`src/rtl/fetch_unit.sv`:
```
`default_nettype none
// ============================================================================
// Module      : fetch_unit
// Description : Instruction-fetch stage feeding the decoder. Holds a 32-entry
//               program memory (loaded through a program port while idle or
//               halted), a fetch program counter, and a registered instruction
//               output. Sequences start (IDLE -> FILL -> RUN) and halt.
//               Optional macro FETCH_PERF_EN builds a saturating counter of
//               instructions loaded from memory; without it perf_cnt is 0.
// Revision    : 1.0 - initial release
// ============================================================================
module fetch_unit #(
    parameter int             DW       = 32,
    parameter int             AW       = 5,
    parameter int             DEPTH    = 32,
    parameter logic [7:0]     HALT_OP  = 8'hFF,
    parameter logic [DW-1:0]  NOP_INST = '0
) (
    input  logic           clk,
    input  logic           rst_n,
    input  logic           run,
    input  logic           prog_we,
    input  logic [AW-1:0]  prog_addr,
    input  logic [DW-1:0]  prog_data,
    input  logic           dec_rst,
    input  logic           dec_pc_inc,
    input  logic           dec_jmp,
    input  logic [AW-1:0]  dec_jmp_add,
    output logic [DW-1:0]  inst,
    output logic [AW-1:0]  inst_pc,
    output logic           valid,
    output logic           halted,
    output logic [15:0]    perf_cnt
);

    typedef enum logic [1:0] {
        S_IDLE = 2'd0,
        S_FILL = 2'd1,
        S_RUN  = 2'd2,
        S_HALT = 2'd3
    } state_t;

    // AW-bit increment: wraps 31 -> 0 because DEPTH == 2**AW
    localparam logic [AW-1:0] c_addr_one = AW'(1);

    state_t          r_state;
    logic [DW-1:0]   r_mem [DEPTH];
    logic [DW-1:0]   r_inst;
    logic [AW-1:0]   r_inst_pc;
    logic [AW-1:0]   r_fetch_pc;
    logic            r_valid;
    logic            r_halted;

    logic            w_prog_open;
    logic            w_is_halt;

    // The program port is only open while nothing is being fetched
    assign w_prog_open = (r_state == S_IDLE) || (r_state == S_HALT);
    assign w_is_halt   = (r_inst[DW-1:DW-8] == HALT_OP);

    // Program memory write port; contents survive reset on purpose
    always_ff @(posedge clk) begin
        if (rst_n && prog_we && w_prog_open) begin
            r_mem[prog_addr] <= prog_data;
        end
    end

    // Fetch sequencer: synchronous memory read captured straight into r_inst
    always_ff @(posedge clk) begin
        if (!rst_n) begin
            r_state    <= S_IDLE;
            r_inst     <= NOP_INST;
            r_inst_pc  <= '0;
            r_fetch_pc <= '0;
            r_valid    <= 1'b0;
            r_halted   <= 1'b0;
        end else begin
            case (r_state)
                S_IDLE: begin
                    if (run) begin
                        r_state <= S_FILL;
                    end
                end
                S_FILL: begin
                    r_inst     <= r_mem[r_fetch_pc];
                    r_inst_pc  <= r_fetch_pc;
                    r_fetch_pc <= r_fetch_pc + c_addr_one;
                    r_valid    <= 1'b1;
                    r_state    <= S_RUN;
                end
                S_RUN: begin
                    // A halt opcode on the output wins over any decoder request
                    if (w_is_halt) begin
                        r_state  <= S_HALT;
                        r_valid  <= 1'b0;
                        r_halted <= 1'b1;
                    end else if (dec_rst) begin
                        r_fetch_pc <= '0;
                        r_inst     <= NOP_INST;
                        r_inst_pc  <= '0;
                        r_valid    <= 1'b0;
                        r_state    <= S_FILL;
                    end else if (dec_jmp) begin
                        r_inst     <= r_mem[dec_jmp_add];
                        r_inst_pc  <= dec_jmp_add;
                        r_fetch_pc <= dec_jmp_add + c_addr_one;
                    end else if (dec_pc_inc) begin
                        r_inst     <= r_mem[r_fetch_pc];
                        r_inst_pc  <= r_fetch_pc;
                        r_fetch_pc <= r_fetch_pc + c_addr_one;
                    end
                end
                S_HALT: begin
                    // Restart always begins again from address 0
                    if (run) begin
                        r_fetch_pc <= '0;
                        r_halted   <= 1'b0;
                        r_state    <= S_FILL;
                    end
                end
                default: begin
                    r_state <= S_IDLE;
                end
            endcase
        end
    end

`ifdef FETCH_PERF_EN
    logic [15:0] r_perf_cnt;
    logic        w_load;

    // An instruction is loaded on FILL and on every jump/advance in RUN
    always_comb begin
        w_load = 1'b0;
        if (r_state == S_FILL) begin
            w_load = 1'b1;
        end else if ((r_state == S_RUN) && !w_is_halt && !dec_rst
                     && (dec_jmp || dec_pc_inc)) begin
            w_load = 1'b1;
        end
    end

    // Saturating load counter; only the hard reset clears it
    always_ff @(posedge clk) begin
        if (!rst_n) begin
            r_perf_cnt <= '0;
        end else if (w_load && (r_perf_cnt != 16'hFFFF)) begin
            r_perf_cnt <= r_perf_cnt + 16'd1;
        end
    end

    assign perf_cnt = r_perf_cnt;
`else
    assign perf_cnt = '0;
`endif

    assign inst    = r_inst;
    assign inst_pc = r_inst_pc;
    assign valid   = r_valid;
    assign halted  = r_halted;

endmodule
`default_nettype wire

```
`config.mk`:
```
export PLATFORM = sky130hd
export DESIGN_NAME = fetch_unit
export DESIGN_NICKNAME = d
export VERILOG_FILES = /design/src/rtl/fetch_unit.sv
export SDC_FILE = /design/constraint.sdc
export NUM_CORES = 2
export LEC_CHECK = 0
export CAP_MARGIN = 10
export CORE_UTILIZATION = 60
export DETAILED_ROUTE_END_ITERATION = 12
export MAX_ROUTING_LAYER = met4
export PLACE_DENSITY = 0.76
export SYNTH_ARGS = -nofsm -noshare
export SYNTH_HDL_FRONTEND = slang
export SYNTH_SLANG_ARGS = --single-unit
```
`constraint.sdc`:
```
create_clock -name clk -period 4.7 [get_ports clk]
set_input_delay 0.47 -clock clk [delete_from_list [all_inputs] [get_ports clk]]
set_output_delay 0.47 -clock clk [all_outputs]
set_load 0.05 [all_outputs]
```
==> qor.txt <==
TNS Setup: 0 ns
htree depth: 3
final critical-path required period: 3.39 ns
clock latency on the worst-skew pair: 0.69 ns
TritonCTS clock tree: done
Synth Instances: 2,429
Synth warnings: 0
Die Y: 288 um
actual slew at the worst max-slew pin: 1.31 ns
CTS root buf: clkbuf_16
DR vias: 28,200
Max Slew Vio Count: 0
final count of negative-setup-slack endpoints: 0
Primary FF master, synth: edfxtp_1
Worst Hold Launch: rst_n
ys async rst share: 0%
largest cells by area after synthesis: edfxtp_1, mux4_2, dfxtp_1
# IOs: 104
GR met3 Demand/Resource: 8.41%
leading cell type in the layout, fill and taps excluded: edfxtp_1
RSZ-0062 raised after global routing: false
Max Clock Skew: 0.0271 ns
Leak: 16.7 nW
Req. time, crit path: 5.02 ns
Antenna Nets Post-Route: 0
RePlAce Congestion: 0.864
met2 GRT Util: 52.2%
PwrDens: 443 nW/um^2
cell row count: 104
antenna violations before repair: 3
Overall Global Routing Usage: 35.0%
Crit-path slowest cell: nand3_1
WL/cell: 37.3 um
WL final: 137,000 um
Fmax: 0.295 GHz
largest net degree at the start of global routing: 64
register area share after synthesis: 64.5%
Core Region: 80,800 sq um
Yosys top cell area share: 62.5%
drt pass-1 iters: 11
worst path bufs/invs: 3
vias per cell: 7.67
GRT Residual Overflow: 0
CP most frequent cell: inv_1
CTS hold repair buffers: 0
period utilization: 72.2%
DP HPWL: 79,500 um
number of global-route vias before repair: 28,700
HP Class: in -> reg
clock buffer count from CTS: 110
Synth Cell Area: 49,200 sq um
Post-layout nets: 2,582
global-route wire length before repair: 199,000 um
final core occ: 68.4%
layout cell share with drive strength beyond 1: 32.5%
Design Power: 24.5 mW
most frequent cells in the layout: edfxtp_1, mux4_2, clkbuf_16
Hold Violations, Final: 0
failing checks: design-rule violations
CP startpoint: r_state[0]
Initial Utilization: 60.9%
critical path, cell by cell: inv_1 -> ha_1 -> inv_1 -> nand3_1 -> nor2_4 -> buf_4
Mean Syn Cell Area: 20.3 sq um
Top delay family on crit path: simple AND/OR/NAND/NOR gates
initial drt markers: 4,256
Distinct cells, synth: 53
Longest Clk Path Bufs: 3
peak supply drop: 0.423 mV
P&R area growth vs syn: 12.4%
Yosys reg bits: 1,075
met1 Resource Use GR: 47.7%
Port Buffer Count: 87
WHS: 0.327 ns
max-cap violations: 0
Synth area leader: edfxtp_1
Die Area: 83,200 sq um
critical setup path kind: reg -> reg
clk slew on worst S/H paths: 0.06 ns
worst-path maximum fanout: 21
Slew HR: 12.2%
CP Capture Type: flop
clock sink count: 1,075
Post-synth EDFFs: 1,024
max incr delay on CP: 0.73 ns
PostCTS Resize Cnt: 0
status: complete, but fails checks
Data arrival, critical path: 3.72 ns
busiest grt layer: met2
R2R Path Start: r_state[0]
post-CTS setup buffer count: 0
Post-route DRC: 10
startpoint types: flop
Die X: 288 um
through the flow:
step / instance area [sq um] / setup slack (ns) / instances
after floorplan: 49300 / 1.60 / 2444
final: 55300 / 1.31 / 3681
after detailed placement: 51800 / 1.33 / 3475
after global placement: 51800 / 1.42 / 3475
after global routing: 55300 / 1.09 / 3681
after CTS: 55300 / 1.29 / 3678
registers in the layout, indices dropped and copies added, names as in the netlist, named ones only:
name,cells
r_mem,1024
inst,32
inst_pc,5
r_fetch_pc,5
r_state,2
halted,1
valid,1
cell usage after synthesis (19+ instances only):
library cell,count
nand3_1,40
mux4_2,554
a22oi_1,19
dfxtp_1,51
buf_2,80
edfxtp_1,1024
clkbuf_1,65
nor3b_1,24
buf_4,30
nand2_1,26
a21oi_1,30
nand2b_1,55
buf_1,23
nor2b_1,21
o2111ai_1,27
mux2i_1,58
nor2_1,90
a32oi_1,28
o22ai_1,51
cell type report:
| class | instances | area [sq um] |
|---|---|---|
| Timing Repair Buffer | 175 | 1900 |
| Antenna cell | 3 | 7.51 |
| Sequential cell | 1075 | 31800 |
| Tap cell | 1060 | 1330 |
| Clock inverter | 56 | 561 |
| Multi-Input combinational cell | 1156 | 16700 |
| Inverter | 9 | 33.8 |
| Fill cell | 4873 | 25500 |
| Clock buffer | 147 | 2960 |
cell families after synthesis:
logic type                 after synthesis  synth area share, %
buffers and inverters                  213                 2.15
muxes                                  619                 26.7
AOI/OAI and AO/OA                      217                 3.28
xor gates and xnor gates                 4               0.0712
adders and majority gates                6                0.153
and+or+nand+nor                        294                 3.11
DFF                                   1075                 64.5
other                                    1              0.00762
power breakdown:
part / internal [mW] / switching [mW] / leakage, nW
Clock: 4.92 / 3.70 / 1.71
Combinational: 2.17 / 2.67 / 5.38
Sequential: 10.7 / 0.386 / 9.63
Total: 17.8 / 6.75 / 16.7
worst min-delay path, stage by stage:
cell and delay (ns):
buf_2 0.12, clkinv_1 0.19, o221ai_1 0.16
per-layer routing:
metal | vias up | wire (um)
li1 | 10800 | -
met1 | 14900 | 49300
met2 | 2198 | 65500
met3 | 369 | 17100
met4 | 0 | 5310
met5 | - | 0
path summary, 6_finish.rpt:
| kind | slack (ns) | to | cells past startpoint |
|---|---|---|---|
| hold / removal | 0.33 | inst[6] | 3 |
| hold reg to reg | 0.49 | valid | 2 |
| setup / recovery | 1.31 | r_mem[3][15] | 6 |
| setup reg to reg | 1.31 | r_mem[3][15] | 6 |
(Power assumes the default switching activity.)
==> RTL edit 1 (same settings) <==
Build with the macro `FETCH_PERF_EN` defined.
--- a/src/rtl/fetch_unit.sv
+++ b/src/rtl/fetch_unit.sv
@@ -10,4 +10,6 @@
 // Revision    : 1.0 - initial release
 // ============================================================================
+`define FETCH_PERF_EN
+
 module fetch_unit #(
     parameter int             DW       = 32,
Formal check against the unedited RTL: not equivalent (a bounded check fails within 4 cycles, from zero or initial values and one cycle with rst_n low).
==> RTL edit 1 against the unedited design <==
- via count rose by 9.4%
- core utilization about the same
- power rose by 5.6%
- first-iteration DRC count is 10% higher
- sequential cell count up 16
- worst setup slack got worse by 0.11 ns
- synthesized area up 1.7%
- critical path depth unchanged
- routed wire length is 7.3% higher
- clock power increased by 3.9%
- design area is 1.9% higher
- cell count increased by 11%
- critical path type unchanged
- largest power group unchanged
==> RTL edit 1: results (changes against the unedited design) <==
| Metric | Value |
|---|---|
| Status | `finished, final reports clean` |
| Synthesized Nets | `2,852` |
| Placer Congestion | `0.916 (+6.0%)` |
| Routed met1 length | `51,400 µm (+4.3%)` |
| Peak VDD IR | `0.000406 V (-4.1%)` |
| Post-synth ARST share | `0 (unchanged)` |
| Yosys cell types | `63 (+19%)` |
| Routed wl met2 | `69,200 µm (+5.5%)` |
| Switching share of power | `0.280 (+0.00457)` |
| Clock Skew | `0.0317 ns (+0.00463 ns)` |
| Vias/cell | `7.57 (-1.3%)` |
| Total track usage | `0.360 (+0.0105)` |
| Top Metal Used | `met4` |
| Arrival @ worst endpoint | `4.10 ns (+0.38 ns)` |
| Fillers | `5,107 (+4.8%)` |
| Synth top cells by count | `edfxtp_1 (1,024), mux4_2 (380), mux2i_1 (196), o22ai_1 (161), mux2_2 (146)` |
| Biggest register | `r_mem` |
| R2R depth | `6 (unchanged)` |
| Worst Hold Depth | `2 (-1)` |
| Number of CTS-inserted buffers | `111 (+0.91%)` |
| Worst hold path type | `reg2reg` |
| Worst-margin pin slew | `1.31 ns (-0.00408 ns)` |
| DR pass1 iterations | `8 (-3)` |
| Max incr delay on CP | `0.98 ns (+0.25 ns)` |
| Sequential cell area fraction in the yosys report | `0.641 (-0.00430)` |
| Final #Nets | `2,964 (+15%)` |
| Clock slew at reported path FFs | `0.06 ns (about the same)` |
| Resize count post-CTS | `0 (unchanged)` |
| Vias in the first global route | `31,424 (+9.5%)` |
| Worst path top cell family by delay | `compound AO/OA/AOI/OAI gates` |
| Slowest-stage cell, CP | `a31oi_4` |
| EDFF count, synth | `1,024 (unchanged)` |
| Layout cell share with drive strength beyond 1 | `0.284 (-0.0413)` |
| Routed wire per std cell | `36.1 µm (-3.2%)` |
| Met3 wire len | `19,500 µm (+14%)` |
| I/O Buffers | `103 (+18%)` |
| CP Max Fanout | `22 (+4.8%)` |
| Clk_lat worst skew | `0.69 ns (about the same)` |
| Setup bufs post-CTS | `0 (unchanged)` |
| Pin count of the biggest net entering global routing | `72 (+13%)` |
| Clock root buffer | `clkbuf_16` |
| Synth Warn # | `0 (unchanged)` |
| Initial antenna violation count | `5 (+2)` |
| GRT overflow | `0 (unchanged)` |
| Ranking of synthesized cells by area | `edfxtp_1 (61%), mux4_2 (17%), mux2i_1 (3.9%)` |
| Pre-CTS setup slack | `1.32 ns (-0.00769 ns)` |
| DP Wirelength | `86,800 µm (+9.2%)` |
| First-pass GRT wire length | `212,000 µm (+6.5%)` |
| Iteration-0 DRC Markers | `4,691 (+10%)` |
| CTS H-Tree Depth | `3 (unchanged)` |
| Leak Pwr | `17.5 nW (+4.5%)` |
[RTL edit 1: final cells by class]
type                       instances  share of cell area
clock buffer                     143              0.0529
multi-input combinational       1485               0.304
timing repair buffer             207              0.0357
sequential                      1091               0.570
antenna                            7            0.000311
tap                             1070              0.0238
inverter                          12            0.000799
clock inverter                    65              0.0126
[RTL edit 1: worst register-to-register path, cell delays in order (launching register included)]
cell     delay, ns
dfxtp_1       0.50
nand4_1       0.58
or2_1         0.55
a31oi_4       0.98
buf_4         0.46
a22oi_1       0.16
a21oi_1       0.18
[RTL edit 1: per-stage QoR]
stage               area [µm²]  instances  hold WS, ns  utilization
global placement         52600       3864        0.467        0.639
floorplan                50100       2796        0.470            -
detailed placement       52600       3864        0.471        0.639
global route             56400       4078        0.511        0.684
CTS                      56300       4072        0.461        0.684
finish                   56400       4080        0.481        0.684
[RTL edit 1: logic make-up after synthesis]
kind of cell / count (synthesis) / share of synthesized area
XOR/XNOR: 10 / 0.00175
adder cells (fa/ha/maj): 7 / 0.00175
flip-flops: 1091 / 0.641
multiplexers: 733 / 0.245
buffers and inverters: 220 / 0.0223
AND/OR/NAND/NOR: 372 / 0.0382
AO/OA/AOI/OAI: 363 / 0.0494
[RTL edit 1: final timing paths]
kind | from | to | slack (ns)
worst min register to register | inst[4] | inst[4] | 0.48
worst min-delay path | inst[4] | inst[4] | 0.48
worst max-delay path | inst[24] | inst[21] | 1.20
worst max register to register | inst[24] | inst[21] | 1.20
[RTL edit 1: layer usage]
| metal | vias up | GRT usage |
|---|---|---|
| li1 | 12126 | - |
| met1 | 15686 | 0.468 |
| met2 | 2543 | 0.541 |
| met3 | 525 | 0.0962 |
| met4 | 0 | 0.154 |
| met5 | - | - |
[RTL edit 1: power groups by stage]
stage,Sequential (mW),Clock (mW),Combinational [mW]
after floorplan,11.6,0,3.81
after global placement,11.5,0,5.51
after detailed placement,11.5,0,5.59
after CTS,11.3,9.02,5.63
after global routing,11.3,9.38,5.93
final,11.3,8.96,5.67
==> RTL edit 2 (same flow settings) <==
Made on the original files. Register the output `inst` once more, with the module's reset; this adds one clock of latency there. The other outputs are not delayed to match.
--- a/src/rtl/fetch_unit.sv
+++ b/src/rtl/fetch_unit.sv
@@ -155,5 +155,11 @@
 `endif
 
-    assign inst    = r_inst;
+    always_ff @(posedge clk) begin
+        if (!rst_n) begin
+            inst <= '0;
+        end else begin
+            inst <= r_inst;
+        end
+    end
     assign inst_pc = r_inst_pc;
     assign valid   = r_valid;
Check against the original RTL: not equivalent (Yosys sat finds a counterexample within 4 cycles, from zero or initial values and one cycle with rst_n low).
==> RTL edit 2 against the unedited design <==
- routed wire length increased by 8.5%
- via count up 12%
- core utilization is essentially flat
- largest cell class unchanged
- synthesized area up 3.6%
- design area rose by 3.7%
- global-route usage grew 0.93 points
- clock skew shrank 0.011 ns
- worst setup slack better by 0.027 ns
- power is 5.9% higher
- cell count increased by 14%
- sequential cell count rose by 32
- synthesized cell count rose by 19%
- fmax up 0.80%
==> RTL edit 2: results (changes against the unedited design) <==
| Metric | Value |
|---|---|
| Routed wire per std cell | `35.5 µm (-4.7%)` |
| Fraction of area in registers | `0.565 (-0.00932)` |
| Fillers | `5,240 (+7.5%)` |
| Sequential cell area fraction in the yosys report | `0.636 (-0.00988)` |
| Register bit total from synthesis | `1,107 (+3.0%)` |
| Tot Pwr | `26.0 mW (+5.9%)` |
| Placer Congestion | `0.881 (+1.9%)` |
| Grt met1 use | `0.485 (+0.00799)` |
| Initial antenna violation count | `4 (+1)` |
| Synth Area in Adders | `0.00147 (-0.0000530)` |
| Mux share of post-synthesis cell area | `0.237 (-0.0297)` |
| Slowest-stage cell, CP | `nor2_4` |
| Iteration-0 DRC Markers | `5,174 (+22%)` |
| First-pass GRT wire length | `214,000 µm (+7.7%)` |
| Status | `finished, final reports clean` |
| Worst-margin pin slew | `1.32 ns (+0.00510 ns)` |
| Buffering overhead | `0.0353 (+0.000939)` |
| Inserted Diodes | `4 (+1)` |
| Synth top cells by count | `edfxtp_1 (1,024), mux4_2 (392), mux2i_1 (253), a22oi_1 (114), o21ai_0 (100)` |
| Met3 wire len | `20,200 µm (+18%)` |
| DRT Wirelength | `149,000 µm (+8.5%)` |
| Met2 Usage GRT | `0.531 (+0.00927)` |
| Clk tree area frac | `0.0658 (+0.00203)` |
| Leak Pwr | `18.0 nW (+7.7%)` |
| DP Wirelength | `86,900 µm (+9.3%)` |
| Pre-CTS setup slack | `1.26 ns (-0.0725 ns)` |
| Met3 Track Usage GR | `0.0873 (+0.00317)` |
## RTL edit 2: cell count changes after synthesis, moves of 30 or more
cell / before / now
a22oi_1: 19 / 114
buf_4: 30 / 60
mux2i_1: 58 / 253
nand2b_1: 55 / 4
mux2_2: 7 / 65
mux4_2: 554 / 392
dfxtp_1: 51 / 83
nand4_1: 3 / 50
o21ai_0: 5 / 100
a21oi_1: 30 / 62
o21bai_1: 0 / 32
nor2_1: 90 / 49
and2_1: 2 / 33
nand2_1: 26 / 67
## RTL edit 2: path summary, 6_finish.rpt
check                                 from           end  slack (ns)  depth (start not counted)
worst min-delay path                 rst_n      inst[28]        0.26                          2
worst min register to register  r_inst[21]      inst[21]        0.50                          1
worst max register to register  r_state[0]  r_mem[15][1]        1.33                          6
worst max-delay path            r_state[0]  r_mem[15][1]        1.33                          6
## RTL edit 2: stage by stage
stage	utilization	cell area (µm²)
floorplan	-	51100
global placement	0.638	53500
detailed placement	0.638	53500
CTS	0.683	57200
global route	0.684	57300
finish	0.684	57300
